===== config.mk =====
export PLATFORM = sky130hd
export DESIGN_NAME = hour_counter_cfg
export DESIGN_NICKNAME = d
export VERILOG_FILES = /design/src/rtl/hour_counter_cfg.sv
export SDC_FILE = /design/constraint.sdc
export NUM_CORES = 1
export LEC_CHECK = 0
export ABC_AREA = 1
export ABC_CLOCK_PERIOD_IN_PS = 9900
export BUFFER_PORTS_ARGS = -buffer_cell sky130_fd_sc_hd__buf_2
export CORE_UTILIZATION = 45
export CTS_CLUSTER_DIAMETER = 60
export CTS_CLUSTER_SIZE = 28
export DETAILED_ROUTE_END_ITERATION = 6
export PLACE_DENSITY_LB_ADDON = 0.05
export SKIP_CTS_REPAIR_TIMING = 1
export SLEW_MARGIN = 10
export SYNTH_ARGS = -nofsm -noshare
export SYNTH_HDL_FRONTEND = slang
export SYNTH_SLANG_ARGS = --single-unit

===== constraint.sdc =====
create_clock -name clk -period 9.9 [get_ports clk]
set_input_delay 1.485 -clock clk [delete_from_list [all_inputs] [get_ports clk]]
set_output_delay 1.485 -clock clk [all_outputs]
set_load 0.02 [all_outputs]

===== src/rtl/hour_counter_cfg.sv =====
// Hour counter with preset load, 12/24h BCD display and day carry/borrow pulses.
// All state lives on clk; incoming strobes are plain clock enables.
module hour_counter_cfg #(
    parameter int unsigned HOURS_PER_DAY = 24,
    parameter int unsigned W             = 5
) (
    input  logic         clk,
    input  logic         rst_n,
    input  logic         inc_hour,
    input  logic         dec_hour,
    input  logic         load,
    input  logic [W-1:0] load_val,
    input  logic         mode_12h,
    output logic [W-1:0] o_hour,
    output logic [7:0]   o_hour_bcd,
    output logic         o_pm,
    output logic         o_day_carry,
    output logic         o_day_borrow,
    output logic         o_load_err
);

    localparam logic [W-1:0] MAX_CNT = W'(HOURS_PER_DAY - 1);
    localparam logic [W:0]   HPD_EXT = (W+1)'(HOURS_PER_DAY);
    localparam logic         MODE_OK = 1'(HOURS_PER_DAY == 24);

    if (HOURS_PER_DAY < 2 || HOURS_PER_DAY > 99 || (64'd1 << W) < 64'(HOURS_PER_DAY))
    begin : gen_bad_param
        $error("hour_counter_cfg: illegal HOURS_PER_DAY/W combination");
    end

    function automatic logic [7:0] to_bcd(input logic [6:0] v);
        logic [3:0] tens;
        logic [3:0] ones;
        tens = 4'(v / 7'd10);
        ones = 4'(v % 7'd10);
        return {tens, ones};
    endfunction

    logic [W-1:0] cnt_q, cnt_d;
    logic         carry_d, borrow_d, err_d;
    logic [7:0]   bcd_q, bcd_d;
    logic         pm_q, pm_d;
    logic         carry_q, borrow_q, err_q;
    logic         mode_eff;
    logic [6:0]   disp_val;
    logic [6:0]   h12;

    always_comb begin
        cnt_d    = cnt_q;
        carry_d  = 1'b0;
        borrow_d = 1'b0;
        err_d    = 1'b0;
        if (load) begin
            // Out-of-range presets are rejected before they can reach cnt.
            if ({1'b0, load_val} < HPD_EXT) begin
                cnt_d = load_val;
            end else begin
                err_d = 1'b1;
            end
        end else if (inc_hour && !dec_hour) begin
            if (cnt_q == MAX_CNT) begin
                cnt_d   = '0;
                carry_d = 1'b1;
            end else begin
                cnt_d = cnt_q + W'(1);
            end
        end else if (dec_hour && !inc_hour) begin
            if (cnt_q == '0) begin
                cnt_d    = MAX_CNT;
                borrow_d = 1'b1;
            end else begin
                cnt_d = cnt_q - W'(1);
            end
        end
    end

    // Display follows next-state cnt so it lines up with o_hour.
    always_comb begin
        mode_eff = mode_12h & MODE_OK;
        disp_val = 7'(cnt_d);
        h12      = (disp_val >= 7'd12) ? (disp_val - 7'd12) : disp_val;
        if (h12 == 7'd0) begin
            h12 = 7'd12;
        end
        if (mode_eff) begin
            bcd_d = to_bcd(h12);
            pm_d  = (disp_val >= 7'd12);
        end else begin
            bcd_d = to_bcd(disp_val);
            pm_d  = 1'b0;
        end
    end

    always_ff @(posedge clk or negedge rst_n) begin
        if (!rst_n) begin
            cnt_q    <= '0;
            bcd_q    <= 8'h00;
            pm_q     <= 1'b0;
            carry_q  <= 1'b0;
            borrow_q <= 1'b0;
            err_q    <= 1'b0;
        end else begin
            cnt_q    <= cnt_d;
            bcd_q    <= bcd_d;
            pm_q     <= pm_d;
            carry_q  <= carry_d;
            borrow_q <= borrow_d;
            err_q    <= err_d;
        end
    end

    assign o_hour       = cnt_q;
    assign o_hour_bcd   = bcd_q;
    assign o_pm         = pm_q;
    assign o_day_carry  = carry_q;
    assign o_day_borrow = borrow_q;
    assign o_load_err   = err_q;

endmodule


# Word level (Yosys, flattened, before mapping)

Index checks and enable logic that the tools add are counted.

Add/subtract/negate cells: 3
$lt $le $gt $ge: 2
Divide/modulo/power cells: 4
Muxes and demuxes: 19
Equality and inequality tests: 1
Reduce and logical (&&, ||, !) cells: 6

Operators by type and width:

| kind                | number |
|---|---|
| $mux 5              | 6 |
| $mux 7              | 2 |
| $mux 1              | 10 |
| $mux 8              | 1 |
| $div 5x4->7 const B | 1 |
| $div 7x4->7 const B | 1 |
| $logic_not 7->1     | 1 |
| $mod 5x4->7 const B | 1 |
| $mod 7x4->7 const B | 1 |
| $sub 5x4->6 const B | 1 |
| $add 5x1->5 const B | 1 |
| $eq 5x5->1 const B  | 1 |
| $ge 5x4->1 const B  | 1 |
| $logic_not 5->1     | 1 |
| $lt 5x5->1 const B  | 1 |
| $sub 5x1->5 const B | 1 |
| $logic_and 1x1->1   | 2 |
| $logic_not 1->1     | 2 |

Word-level logic and storage cells: 41
Output and inout port bits: 17
Input bits: 11
Flip-flop bits (word level): 17

# Logic depth before layout (Yosys ltp)

Gate-level depths: netlist (run 1).

Word-level depth: 11
Gate-level depth with buffers: 30

# Least setup slack after synthesis (run 1)

No wires, ideal clock.

Path type: in2reg
From: input port dec_hour
To: register bcd_q[1] (netlist: o_hour_bcd[1])
Slack: 5.691 ns
Cell stages on the path: 27
Required time: 9.784 ns
Arrival: 4.093 ns
Setup time: 0.116 ns
Path through: inv_2 -> nand2_2 -> inv_2 -> nand2_1 -> nand2_1 -> or2_1 -> nand3_1 -> nand2_2 -> ha_1 -> inv_1 -> ha_1 -> nand2_1 -> nand2_1 -> nand2_1 -> nor2_1 -> nand2_2 -> nand2_2 -> nand2_1 -> nand2_1 -> nand3_1 -> nand2_4 -> ha_1 -> inv_1 -> a21oi_2 -> nand2_2 -> nand2_1 -> nand2_1

Cells in the longest elaborated chain, start to end: 10
Elaborated cells on any way between the ends: 14

Ends and longest elaborated chain:

| what                                                        | line   | source |
|---|---|---|
| start, declared                                             | 10     | `input logic dec_hour,` |
| $logic_and 1x1->1 / $logic_not 1->1 (equally long branches) | 67, 60 |  |
| $mux 5 / $logic_and 1x1->1 (equally long branches)          | 67, 60 |  |
| $mux 5 *                                                    | 60     | `end else if (inc_hour && !dec_hour) begin` |
| $mux 5 *                                                    | 53     | `if (load) begin` |
| named net cnt_d[2]                                          | 39     | `logic [W-1:0] cnt_q, cnt_d;` |
| $sub 5x4->6 / $ge 5x4->1 (equally long branches)            | 81     | `h12 = (disp_val >= 7'd12) ? (disp_val - 7'd12) : disp_val;` |
| $mux 7                                                      | 81     |  |
| $logic_not 7->1                                             | 82     | `if (h12 == 7'd0) begin` |
| $mux 7                                                      | 82     |  |
| $mod 7x4->7                                                 | 35     | `ones = 4'(v % 7'd10);` |
| $mux 8 *                                                    | 85     | `if (mode_eff) begin` |
| named net bcd_d[1]                                          | 41     | `logic [7:0] bcd_q, bcd_d;` |
| end signal, assigned                                        | 97     | `bcd_q <= 8'h00;` |
| end signal, assigned                                        | 104    | `bcd_q <= bcd_d;` |
| end, declared                                               | 41     |  |

Mark *: on every way through the listed nets, which the timed path passes. The rest lies on a longest branch.

# Worst setup path after layout (run 1)

From: input port inc_hour
To: register bcd_q[1] (netlist: o_hour_bcd[1])

Cells in the longest elaborated chain, start to end: 11
Elaborated cells on any way between the ends: 14

Ends and longest elaborated chain:

| what                                             | line | source |
|---|---|---|
| start, declared                                  | 9    | `input logic inc_hour,` |
| $logic_not 1->1                                  | 67   | `end else if (dec_hour && !inc_hour) begin` |
| $logic_and 1x1->1                                | 67   |  |
| $mux 5                                           | 67   |  |
| $mux 5 *                                         | 60   |  |
| $mux 5 *                                         | 53   |  |
| named net cnt_d[2]                               | 39   |  |
| $sub 5x4->6 / $ge 5x4->1 (equally long branches) | 81   |  |
| $mux 7                                           | 81   |  |
| $logic_not 7->1                                  | 82   |  |
| $mux 7                                           | 82   |  |
| $mod 7x4->7                                      | 35   |  |
| $mux 8 *                                         | 85   |  |
| named net bcd_d[1]                               | 41   |  |

Marks and branches as above.

==> impl_metrics.ini, run 1 <==
[outcome]
status = finished, final reports clean

[critical_path]
slowest_delay_ps = 270
path_max_fanout = 7
critical_path_class = in -> reg
worst_setup_path_start_kind = input port
critPathRequiredTime_ps = 10110
end_kind = flop
cp.arrival_ps = 4570
crit_top_cell = nand2_1
slowest_stage = ha_1

[cells_and_area]
final_area_um2 = 1450
drive_gt1_share_pct = 29.9
final_nets = 228
antennaDiodeCount = 0
syn_to_final_growth_pct = 15.3
fin_util_pct = 56.6

[clocking]
clock-sinks = 17
clk_pin_slew_ps = 120
numCtsBuffers = 3
clk_path_buf_depth = 2
cts_htree_levels = 1
cts_tree = yes
clk_latency_ps = 300
cts-root-buf = clkbuf_4

[synthesis]
synth.most_common_cell = nand2_1
synth-edff-count = 0
ys_seq_area_share_pct = 33.8
synth_cell_type_count = 25
synthMuxAreaShare_pct = 0
synth_top_area_cell = dfrtp_1
synth_common_cells = nand2_1 (47), nand3_1 (25), inv_1 (22), dfrtp_1 (17), nor2_1 (16)
ys_ff_latch = 17
ys_warn_count = 0
synth-xor-area-share_pct = 0
synth_compound_area_share_pct = 7.85
syn-num-nets = 197
synth-async-reset-ratio_pct = 100
netlist_area_um2 = 1260
synth_simple_gate_area_share_pct = 45.1
synth_top_family_by_area = simple AND/OR/NAND/NOR gates
synth_top_area_share_pct = 33.8
syn_inst = 181
synth_area_leaders = dfrtp_1 (34%), nand2_1 (14%), nand3_1 (9.9%)
syn_area_per_cell_um2 = 6.96
ys.flop_type = dfrtp_1
synth_fa_ha_area_share_pct = 4.97

[global_routing]
grt_pass1_wl_um = 4700
overflow = 0
grt_max_degree = 18
grt_use_total_pct = 21.7
antenna_found_initial = 0
first_global_vias = 1084

[floorplanning]
std_cell_rows = 18
die_w_um = 54.9
die_y_um = 54.9
io_pins = 28
die_area_um2 = 3020
core_um2 = 2570
initial_core_util_pct = 49.1

[sta]
fmax_mhz = 229
finalHoldViolCount = 0
slew_violations = 0
fin_tns_setup_ps = 0
period_share_pct = 44.0
worst_pin_slew_ps = 405
rsz0062_at_grt = false
relSlewSlack_pct = 73.0
clock_skew_ps = 4.57
min_period_ps = 4360
setup_viol = 0

[place]
place_area_um2 = 1430
io_buffer_count = 27
gp_congestion = 0.885
dp_hpwl_um = 2130

[route]
num_vias = 1212
drc = 0
vias_per_cell = 5.03
routed_wl_um = 2710
dr.pass1.iters = 3
wl_per_cell_um = 11.3
first_iter_violations = 22
antenna_left = 0

[power_and_ir_drop]
powerDensity_nw_per_um2 = 181
peakVddDrop_mv = 0.123
power.leakage_nw = 0.842

[run]
cap_violations = 0

[min_path]
hp-class = reg -> reg
[per-stage QoR]
step                      worst slack [ps]  hold slack, ps  power [mW]  std cells
after floorplan                       5690             767       0.191        181
after global placement                5360             693       0.221        237
after detailed placement              5230             696       0.224        237
after CTS                             5560             713       0.264        241
after global routing                  5150             762       0.289        241
final                                 5540             721       0.262        241
[critical path: cells and delay by family]
family | cells | cell delay, ps
compound gates | 1 | 190
fa+ha+maj | 3 | 650
buf+inv | 4 | 370
simple gates | 19 | 1870
[state kept, by name, indices dropped and copies added (netlist names)]
register	flops
o_day_borrow	1
o_day_carry	1
o_hour	5
o_hour_bcd	8
o_load_err	1
o_pm	1
[layer usage]
metal	track usage, %	part of all wire [%]
met1	30.4	52
met5	0	0
met2	33.3	44
met3	4.64	3.1
met4	6.25	1.1
[worst paths after layout]
| kind | startpoint | end | slack (ps) | depth (start not counted) |
|---|---|---|---|---|
| min | o_hour[4]$_DFF_PN0_ | o_day_borrow$_DFF_PN0_ | 720 | 3 |
| max in group asynchronous | rst_n | o_hour[4]$_DFF_PN0_ | 8520 | 1 |
| max | inc_hour | o_hour_bcd[1]$_DFF_PN0_ | 5540 | 27 |
| min in group asynchronous | rst_n | o_hour_bcd[0]$_DFF_PN0_ | 1090 | 1 |
| max reg2reg | o_hour[0]$_DFF_PN0_ | o_hour_bcd[1]$_DFF_PN0_ | 6180 | 26 |
| min reg2reg | o_hour[4]$_DFF_PN0_ | o_day_borrow$_DFF_PN0_ | 720 | 3 |
[cells in the final DEF (no fill, tap or decap), drive strengths merged]
master | synthesis | layout
a21o | 1 | 1
or2 | 1 | 1
a21oi | 7 | 7
nand4 | 3 | 3
ha | 5 | 5
clkbuf | 0 | 3
buf | 1 | 27
nand2 | 61 | 61
a21boi | 1 | 1
nand3 | 27 | 27
dfrtp | 17 | 17
o21ai | 6 | 6
o211ai | 1 | 1
inv | 26 | 26
nor2 | 24 | 24
clkinv | 0 | 1
[power breakdown]
part / switching (mW) / internal (mW)
Sequential: 0.00840 / 0.0833
Clock: 0.0255 / 0.0151
Combinational: 0.0867 / 0.0434
[cells by family (layout without fill, tap and decap cells)]
group           Yosys count  after routing
compound gates           16             16
fa+ha+maj                 5              5
buf+inv                  27             57
simple gates            116            116
flops                    17             17
[area by class of cell]
class	instances	area, um^2
Fill cell	248	1110
Multi-Input combinational cell	137	729
Sequential cell	17	425
Timing Repair Buffer	27	135
Inverter	26	97.6
Tap cell	30	37.5
Clock buffer	3	22.5
Clock inverter	1	5.00
No activity file was read; power rests on OpenSTA's default activity.
==> run 2: changes to the inputs <==
ABC_CLOCK_PERIOD_IN_PS = 3650   (was 9900)
clock period = 3.65 ns   (was 9.9 ns; I/O delays follow)
==> impl_metrics.ini, run 2 (synthesized netlist as in run 1, its figures left out) <==
[cells_and_area]
drive_gt1_share_pct = 36.1
layout_commonest_cell = nand2_1
antennaDiodeCount = 0
fin_util_pct = 60.0
layout_common_cells = nand2_1 (46), buf_2 (27), nand3_1 (24)
largest_reg_flops = 8
syn_to_final_growth_pct = 22.3
final_nets = 236

[critical_path]
slowest_stage = dfrtp_1
crit_start = o_hour[0]$_DFF_PN0_
path_max_fanout = 6
critPathRequiredTime_ps = 3860
r2r-end = o_hour_bcd[1]$_DFF_PN0_
r2r_cells = 28
cp.arrival_ps = 3530
critical_path_class = reg -> reg
end_kind = flop
rrSetupSlack_ps = 320
r2r-start = o_hour[0]$_DFF_PN0_
endpoint = o_hour_bcd[1]$_DFF_PN0_
slowest_delay_ps = 400
worst_setup_path_start_kind = flop
crit_top_cell = nand2_1

[route]
antenna_left = 0
first_iter_violations = 31
dr.pass1.iters = 4
vias_per_cell = 5.08
routed_wl_um = 2910
wl_per_cell_um = 11.7
drc = 0
num_vias = 1264

[global_routing]
overflow = 0
grt_max_degree = 18
grt_use_total_pct = 22.1
antenna_found_initial = 0
grt_pass1_wl_um = 4720
first_global_vias = 1107

[place]
io_buffer_count = 27
pre_cts_slack_ps = 78.6
dp_hpwl_um = 2270
gp_congestion = 0.903

[sta]
setup_viol = 0
clock_skew_ps = 4.44
worst_pin_slew_ps = 392
period_share_pct = 91.2
finalHoldViolCount = 0
fmax_mhz = 300
min_period_ps = 3330
relSlewSlack_pct = 73.9
slew_violations = 0
worst_slack_ps = 322
holdWs_ps = 153

[clocking]
numCtsBuffers = 3
cts_htree_levels = 1
clock-sinks = 17
clk_pin_slew_ps = 110
cts-root-buf = clkbuf_4
cts_tree = yes
clk_path_buf_depth = 2
clk_latency_ps = 300

[floorplanning]
core_um2 = 2570
die_w_um = 54.9
io_pins = 28
std_cell_rows = 18
die_area_um2 = 3020
initial_core_util_pct = 49.1
die_y_um = 54.9

[outcome]
status = finished, final reports clean

[power_and_ir_drop]
total_power_uw = 745
powerDensity_nw_per_um2 = 483
peakVddDrop_mv = 0.379
power.leakage_nw = 0.877

[min_path]
hp-class = in -> async

[run]
cap_violations = 0
[run 2: per-layer routing]
metal	routed length [um]	vias to the layer above	global-route usage [%]
met4	34	0	6.25
met1	1420	567	29.6
met3	136	6	3.28
li1	-	652	-
met2	1320	39	36.7
met5	0	-	0
[run 2: where the power goes]
part | total, mW | switching, mW | internal, mW
combinational | 0.390 | 0.248 | 0.142
sequential | 0.248 | 0.0216 | 0.226
clock | 0.107 | 0.0658 | 0.0408
[run 2: area by class of cell]
cell class              count  area (um^2)
fillers                   262         1030
multi-input cells         137          757
flip-flops and latches     17          427
repair buffers             35          195
inverters                  26         97.6
well taps                  30         37.5
clock buffers               3         22.5
clock inverters             1         5.00
[run 2: stage by stage]
stage | cells | setup TNS, ps | instance area [um^2]
global placement | 245 | 0 | 1490
CTS | 249 | 0 | 1510
floorplan | 181 | 0 | 1260
finish | 249 | 0 | 1540
detailed placement | 245 | 0 | 1490
global route | 249 | -6.80 | 1540
[run 2: how the worst min path moves through the flow]
stage,startpoint,slack (ps),end,cells past startpoint
2_1_floorplan,rst_n,250,o_day_borrow$_DFF_PN0_,0
3_3_place_gp,rst_n,490,o_load_err$_DFF_PN0_,1
3_5_place_dp,rst_n,500,o_day_borrow$_DFF_PN0_,1
4_1_cts,rst_n,170,o_hour_bcd[1]$_DFF_PN0_,1
5_1_grt,rst_n,190,o_day_borrow$_DFF_PN0_,1
6_report,rst_n,150,o_hour_bcd[0]$_DFF_PN0_,1
[run 2: worst max-delay path: cells and delay by family (launching register included)]
kind / cells / cell delay, ps
simple gates: 20 / 1530
flops: 1 / 400
fa+ha+maj: 4 / 790
buf+inv: 3 / 290
compound gates: 1 / 180
==> run 3: changes to the inputs <==
CELL_PAD_IN_SITES_DETAIL_PLACEMENT = 0   (was default)
CELL_PAD_IN_SITES_GLOBAL_PLACEMENT = 1   (was default)
CORE_UTILIZATION = 34   (was 45)
==> impl_metrics.ini, run 3 (synthesized netlist as in run 1, its figures left out) <==
[critical_path]
critPathRequiredTime_ps = 3800
path_max_fanout = 6
crit_top_cell = nand2_2
end_kind = flop
cp.arrival_ps = 3460
slowest_stage = dfrtp_1
rrSetupSlack_ps = 330
worst_setup_path_start_kind = flop
r2r-start = o_hour[1]$_DFF_PN0_
critical_path_class = reg -> reg
r2r-end = o_hour_bcd[2]$_DFF_PN0_
slowest_delay_ps = 430
r2r_cells = 28

[route]
num_vias = 1237
wl_met3_um = 109
met1_length_um = 1510
antenna_left = 0
wl_per_cell_um = 11.0
drc = 0
routed_wl_um = 2930
first_iter_violations = 36
met2_length_um = 1310
topRoutingLayerUsed = met3
vias_per_cell = 4.63
dr.pass1.iters = 4

[place]
place_inst = 263
dp_hpwl_um = 2400
io_buffer_count = 27
pre_cts_slack_ps = 22.4
gp_congestion = 0.803

[sta]
worst_slack_ps = 333
fin_tns_setup_ps = 0
setup_viol = 0
rsz0062_at_grt = false
worst_pin_slew_ps = 402
clock_skew_ps = 3.79
fmax_mhz = 301
period_share_pct = 90.9
min_period_ps = 3320
relSlewSlack_pct = 73.2
slew_violations = 0
finalHoldViolCount = 0

[outcome]
status = finished, final reports clean

[run]
cap_violations = 0

[power_and_ir_drop]
powerDensity_nw_per_um2 = 490
peakVddDrop_mv = 0.254
total_power_uw = 786
power.leakage_nw = 0.896

[clocking]
clk_path_buf_depth = 2
clk_pin_slew_ps = 70
cts-root-buf = clkbuf_8
cts_tree = yes
clock-sinks = 17
clk_latency_ps = 250
cts_htree_levels = 1
numCtsBuffers = 3

[floorplanning]
core_um2 = 3440
die_y_um = 62.9
initial_core_util_pct = 36.6
io_pins = 28
die_area_um2 = 3950
die_w_um = 62.9
std_cell_rows = 21

[cells_and_area]
drive_gt1_share_pct = 35.7
final_cells = 267
syn_to_final_growth_pct = 27.4
final_nets = 238
largest_reg_flops = 8
layout_common_cells = nand2_1 (47), buf_2 (27), nand3_1 (25)
layout_commonest_cell = nand2_1
antennaDiodeCount = 0

[global_routing]
grt_pass1_wl_um = 5290
grt_use_total_pct = 16.5
overflow = 0
antenna_found_initial = 0
grt_max_degree = 18
first_global_vias = 1208

[min_path]
hp-class = in -> async
==> run 3: changes by cell type in the layout (fill, tap and decap cells not counted), moves of 2 or more <==
cell,delta
clkbuf_4,-3
clkbuf_8,+3
buf_4,+2
ha_2,-2
ha_4,+2
==> run 3: how the worst max path moves through the flow <==
stage / cells after the start / slack, ps / startpoint / to
after floorplan: 26 / 220 / o_hour[0]$_DFF_PN0_ / o_hour_bcd[1]$_DFF_PN0_
after global placement: 28 / 130 / inc_hour / o_hour_bcd[2]$_DFF_PN0_
after detailed placement: 28 / 20 / inc_hour / o_hour_bcd[2]$_DFF_PN0_
after CTS: 28 / 50 / o_hour[0]$_DFF_PN0_ / o_hour_bcd[2]$_DFF_PN0_
after global routing: 29 / 3 / o_hour[0]$_DFF_PN0_ / o_hour_bcd[2]$_DFF_PN0_
final: 28 / 330 / o_hour[1]$_DFF_PN0_ / o_hour_bcd[2]$_DFF_PN0_
==> run 3: cell type report <==
| type | count | area (um^2) |
|---|---|---|
| Multi-Input combinational cell | 137 | 767 |
| Inverter | 26 | 97.6 |
| Clock inverter | 1 | 5.00 |
| Fill cell | 370 | 1840 |
| Tap cell | 46 | 57.6 |
| Sequential cell | 17 | 427 |
| Timing Repair Buffer | 37 | 210 |
| Clock buffer | 3 | 41.3 |
==> run 3: power breakdown <==
part	switching (mW)	internal, mW	total [mW]
Combinational	0.245	0.149	0.394
Clock	0.0670	0.0758	0.143
Sequential	0.0230	0.227	0.250
==> run 3: critical path, delay by kind of cell, from the launching register on <==
kind / cells / cell delay [ps]
simple gates: 20 / 1630
fa+ha+maj: 4 / 730
flops: 1 / 430
buf+inv: 3 / 270
compound gates: 1 / 180
==> run 3: metal layers <==
metal | vias to the layer above | global-route usage [%]
met5 | - | 0
met4 | 0 | 1.74
met3 | 0 | 3.65
met2 | 20 | 26.7
met1 | 560 | 22.9
li1 | 657 | -
==> run 3: stage by stage <==
step	cell area (um^2)	utilization, %	hold WS (ps)
after floorplan	1260	-	252
after global placement	1520	44.2	493
after detailed placement	1520	44.2	499
after CTS	1570	45.5	222
after global routing	1610	46.6	249
final	1610	46.6	212
